### config.mk
export PLATFORM = sky130hd
export DESIGN_NAME = run_controller_flat
export DESIGN_NICKNAME = d
export VERILOG_FILES = /design/src/rtl/run_controller_if.sv /design/src/rtl/run_controller.sv /design/src/flat_wrapper.sv
export SDC_FILE = /design/constraint.sdc
export NUM_CORES = 1
export LEC_CHECK = 0
export BUFFER_PORTS_ARGS = -buffer_cell sky130_fd_sc_hd__buf_4
export CAP_MARGIN = 20
export CELL_PAD_IN_SITES_DETAIL_PLACEMENT = 0
export CELL_PAD_IN_SITES_GLOBAL_PLACEMENT = 2
export CORE_MARGIN = 2
export CORE_UTILIZATION = 36
export DETAILED_ROUTE_END_ITERATION = 10
export PLACE_DENSITY = 0.83
export SYNTH_ARGS = -nofsm -noshare
export SYNTH_HDL_FRONTEND = slang
export SYNTH_SLANG_ARGS = --single-unit
export TNS_END_PERCENT = 5
### constraint.sdc
create_clock -name clk -period 3.6 [get_ports clk]
set_input_delay 0 -clock clk [delete_from_list [all_inputs] [get_ports clk]]
set_output_delay 0 -clock clk [all_outputs]
set_load 0.05 [all_outputs]
### src/rtl/run_controller_if.sv
// rtl/run_controller_if.sv - host/core handshake bundle for run_controller
interface run_controller_if #(
    parameter int CNT_W = 16
);
    logic             go;
    logic             busy;
    logic             start;
    logic             ack;
    logic             rsp_valid;
    logic             rsp_ready;
    logic [CNT_W-1:0] cycles;
    logic             timed_out;

    modport master (
        output go, ack, rsp_ready,
        input  busy, start, rsp_valid, cycles, timed_out
    );

    modport slave (
        input  go, ack, rsp_ready,
        output busy, start, rsp_valid, cycles, timed_out
    );
endinterface

### src/rtl/run_controller.sv
// rtl/run_controller.sv - launches one processor run, times it, reports length/timeout
module run_controller #(
    parameter int START_CYCLES = 2,
    parameter int TIMEOUT      = 4096,
    parameter int CNT_W        = 16
) (
    input  logic               clk,
    input  logic               reset,
    run_controller_if.slave    bus
);
    typedef enum logic [1:0] {IDLE, LAUNCH, RUN, REPORT} state_t;

    localparam logic [3:0]       PH_LAST = 4'(START_CYCLES - 1);
    localparam logic [CNT_W-1:0] TO_M1   = CNT_W'(TIMEOUT - 1);
    localparam logic [CNT_W-1:0] TO_VAL  = CNT_W'(TIMEOUT);
    localparam logic [CNT_W-1:0] CNT_MAX = '1;

    state_t           r_state;
    state_t           w_next;
    logic [3:0]       r_phase;
    logic [CNT_W-1:0] r_cnt;
    logic             r_armed;
    logic             r_start;
    logic             r_busy;
    logic             r_rsp_valid;
    logic [CNT_W-1:0] r_cycles;
    logic             r_timed_out;
    logic             w_timeout_hit;

    assign w_timeout_hit = (r_cnt >= TO_M1);

    always_comb begin
        w_next = r_state;
        case (r_state)
            IDLE:    if (bus.go && (r_armed || !bus.ack)) w_next = LAUNCH;
            LAUNCH:  if (r_phase == PH_LAST) w_next = RUN;
            RUN:     if (bus.ack || w_timeout_hit) w_next = REPORT;
            REPORT:  if (bus.rsp_ready) w_next = IDLE;
            default: w_next = IDLE;
        endcase
    end

    always_ff @(posedge clk) begin
        if (!reset) begin
            r_state <= IDLE;
        end else begin
            r_state <= w_next;
        end
    end

    // Outputs are registered from the next state so they line up with r_state.
    always_ff @(posedge clk) begin
        if (!reset) begin
            r_phase     <= '0;
            r_cnt       <= '0;
            r_armed     <= 1'b1;
            r_start     <= 1'b0;
            r_busy      <= 1'b0;
            r_rsp_valid <= 1'b0;
            r_cycles    <= '0;
            r_timed_out <= 1'b0;
        end else begin
            r_start     <= (w_next == LAUNCH);
            r_busy      <= (w_next != IDLE);
            r_rsp_valid <= (w_next == REPORT);
            case (r_state)
                IDLE: begin
                    r_phase <= '0;
                    if (!bus.ack) r_armed <= 1'b1;
                end
                LAUNCH: begin
                    r_phase <= r_phase + 4'd1;
                    r_cnt   <= '0;
                end
                RUN: begin
                    if (r_cnt != CNT_MAX) r_cnt <= r_cnt + CNT_W'(1);
                    // ack takes priority over a simultaneous timeout
                    if (bus.ack) begin
                        r_cycles    <= r_cnt;
                        r_timed_out <= 1'b0;
                    end else if (w_timeout_hit) begin
                        r_cycles    <= TO_VAL;
                        r_timed_out <= 1'b1;
                    end
                end
                REPORT: r_armed <= 1'b0;
                default: r_armed <= r_armed;
            endcase
        end
    end

    assign bus.start     = r_start;
    assign bus.busy      = r_busy;
    assign bus.rsp_valid = r_rsp_valid;
    assign bus.cycles    = r_cycles;
    assign bus.timed_out = r_timed_out;
endmodule
### src/flat_wrapper.sv
// flat-port wrapper written by rule: the top's interface ports become plain ports
module run_controller_flat 
#(
    parameter int START_CYCLES = 2,
    parameter int TIMEOUT      = 4096,
    parameter int CNT_W        = 16
)
  (clk, reset, bus_go, bus_ack, bus_rsp_ready, bus_busy, bus_start, bus_rsp_valid, bus_cycles, bus_timed_out);
  run_controller_if #(.CNT_W(CNT_W)) bus_i ();
  input  logic clk;
  input  logic reset;
  input wire logic [$bits(bus_i.go)-1:0] bus_go;
  input wire logic [$bits(bus_i.ack)-1:0] bus_ack;
  input wire logic [$bits(bus_i.rsp_ready)-1:0] bus_rsp_ready;
  output wire logic [$bits(bus_i.busy)-1:0] bus_busy;
  output wire logic [$bits(bus_i.start)-1:0] bus_start;
  output wire logic [$bits(bus_i.rsp_valid)-1:0] bus_rsp_valid;
  output wire logic [$bits(bus_i.cycles)-1:0] bus_cycles;
  output wire logic [$bits(bus_i.timed_out)-1:0] bus_timed_out;
  assign bus_i.go = bus_go;
  assign bus_i.ack = bus_ack;
  assign bus_i.rsp_ready = bus_rsp_ready;
  assign bus_busy = bus_i.busy;
  assign bus_start = bus_i.start;
  assign bus_rsp_valid = bus_i.rsp_valid;
  assign bus_cycles = bus_i.cycles;
  assign bus_timed_out = bus_i.timed_out;
  run_controller #(.START_CYCLES(START_CYCLES), .TIMEOUT(TIMEOUT), .CNT_W(CNT_W)) u_core (.clk(clk), .reset(reset), .bus(bus_i));
endmodule
==> flow_metrics.tcl <==
set metrics [dict create \
    run_status "completed" \
    die_h_um 78.5 \
    gp_congestion 0.754 \
    numClockSinks 43 \
    dp.cells 326 \
    viasPerCell 5.38 \
    syn_area_mm2 0.00200 \
    cts_tree "built" \
    die_w_um 78.5 \
    wl_per_cell_um 14.0 \
    ys_seq_area_share_pct 43.1 \
    wl_um 4680 \
    portBuffers 24 \
    mostFrequentLayoutCells "dfxtp_1 (43), nand2_1 (37), buf_4 (26)" \
    placed_area_mm2 0.00221 \
    grt_pass1_vias 1627 \
    track_usage_pct 16.2 \
    synth_warnings 0 \
    drc_errors 0 \
    timing.fmax_mhz 449 \
    slew_headroom_pct 38.1 \
    vias 1798 \
    crit_path_end_kind "flop" \
    stdcell_count 334 \
    crit_arrival_ps 2450 \
    syn_nets 253 \
    diodes 0 \
    ys_ff_latch 43 \
    max_slew.worst_pin.slew_ps 926 \
    cts_resized 0 \
    syn2layout_area_growth_pct 16.1 \
    finalCritPeriodShare_pct 61.9 \
    syn_area_per_cell_um2 8.16 \
    drt_iter0_markers 98 \
    initial_core_util_pct 36.8 \
    dp_slack_ps 1380 \
    irDropWorstVdd_mv 0.141 \
    synth_edf_count 0 \
    coreArea_mm2 0.00544 \
    clk_latency_ps 300 \
    min_period_ps 2230 \
    p_leak_uw 0.000840 \
    crit_type "reg -> reg" \
    finalPower_uw 933 \
    dr.pass1.iters 4 \
    ant_nets 0 \
    die_area_mm2 0.00617 \
    htreeDepth 2 \
    setup_viol 0 \
    cts_buffers 5 \
    hold_class "in -> reg" \
    cts_root_buffer "clkbuf_8" \
    setup_slack_ps 1370 \
    rsz0062_at_grt "no" \
    grt_start_max_net_pins 35 \
    hold_buffers 1 \
    crit_path_max_fanout 13 \
    tns_ps 0 \
    syn_inst 245 \
    grt_first_pass_wirelength_um 7960 \
    ys.flop_type "dfxtp_1" \
    post-cts-setup-buffer-count 0 \
    skew_ps 11.2 \
    start_kind "flop" \
    power.density_mw_per_mm2 402 \
    finalMaxSlewViolations 0 \
    final_common_cell "dfxtp_1" \
    synth.distinct_cells 39 \
    nNetsFinal 270 \
    antenna_found_initial 0 \
    hold_violations 0 \
    ios 25 \
    fp-row-count 27 \
    grt.overflow.total 0 \
    clockBufferDepth 2 \
    layout-drive-gt1-share_pct 15.3 \
    clkTransAtPathRegs_ps 80 \
    required_ps 3830 \
    dpl.hpwl_um 3120 \
    drv_cap 0 \
    async_flop_share_pct 0 \
    design_area_mm2 0.00232 \
]
critical path: stages (launching register included):
cell and delay (ps):
dfxtp_1 600, nor2b_1 800, nand2_1 180, or3_2 440, a21oi_1 140
layer usage:
metal / up-vias / global-route usage, % / wire, um
met5: - / 0 / 0
met3: 8 / 3.56 / 172
met1: 836 / 22.3 / 2430
met4: 0 / 6.67 / 98
li1: 915 / - / -
met2: 39 / 24.2 / 1980
layout make-up:
type | instances | area (um^2)
flip-flops and latches | 43 | 861
multi-input cells | 181 | 1050
fillers | 547 | 3120
inverters | 4 | 15.0
well taps | 72 | 90.1
clock inverters | 1 | 30.0
clock buffers | 6 | 72.6
repair buffers | 27 | 205
logic make-up after synthesis:
family	after synthesis	synth area share (%)
AND/OR/NAND/NOR	110	27.6
AO/OA/AOI/OAI	61	19.4
flip-flops	43	43.1
buffers and inverters	21	4.57
multiplexers	7	3.50
adder cells (fa/ha/maj)	3	1.88
power breakdown:
group          internal, uW  switching [uW]  leakage (uW)  total (uW)
registers               482            8.97      0.000348         491
clock network           204             168     0.0000513         372
logic                  21.9            48.8      0.000441        70.6
total                   708             226      0.000840         933
cell usage after synthesis (2+ instances only):
| master | instances | area share, % |
|---|---|---|
| dfxtp_1 | 43 | 43 |
| nand2_1 | 37 | 6.9 |
| nor2_1 | 25 | 4.7 |
| a31oi_1 | 17 | 5.3 |
| o21ai_0 | 17 | 4.3 |
| clkbuf_1 | 10 | 1.9 |
| a21oi_1 | 9 | 2.3 |
| nand2b_1 | 9 | 2.8 |
| nand3_1 | 8 | 2.0 |
| mux2i_1 | 7 | 3.5 |
| or4_1 | 6 | 2.3 |
| nor3_1 | 5 | 1.3 |
| inv_1 | 4 | 0.75 |
| nand4_1 | 4 | 1.3 |
| o211ai_1 | 4 | 1.5 |
| o41ai_1 | 4 | 1.8 |
| and3_1 | 3 | 0.94 |
| ha_1 | 3 | 1.9 |
| nor4_1 | 3 | 0.94 |
| o31ai_1 | 3 | 1.1 |
| buf_1 | 2 | 0.38 |
| buf_2 | 2 | 0.50 |
| clkbuf_2 | 2 | 0.50 |
| o311ai_0 | 2 | 0.88 |
| or3_1 | 2 | 0.63 |
state kept, by name, indices dropped and copies added (netlist names):
name                  count
u_core.bus.cycles        16
u_core.r_cnt             16
u_core.r_phase            4
u_core.r_state            2
u_core.bus.busy           1
u_core.bus.rsp_valid      1
u_core.bus.start          1
u_core.bus.timed_out      1
u_core.r_armed            1
final timing paths:
| kind | start | to | slack, ps | cells after the start |
|---|---|---|---|---|
| setup / recovery | u_core.r_state[1] | u_core.r_cnt[2] | 1370 | 4 |
| hold / removal | bus_go | u_core.r_state[0] | 90 | 3 |
| setup reg to reg | u_core.r_state[1] | u_core.r_cnt[2] | 1370 | 4 |
| hold reg to reg | u_core.r_armed | u_core.r_armed | 470 | 2 |
per-stage QoR:
stage               hold WS (ps)  util [%]
floorplan                    155         -
global placement             321      40.6
detailed placement           314      40.6
CTS                         83.7      42.7
global route                 105      42.7
finish                      93.0      42.7
Power figures use the tool's default switching activity.
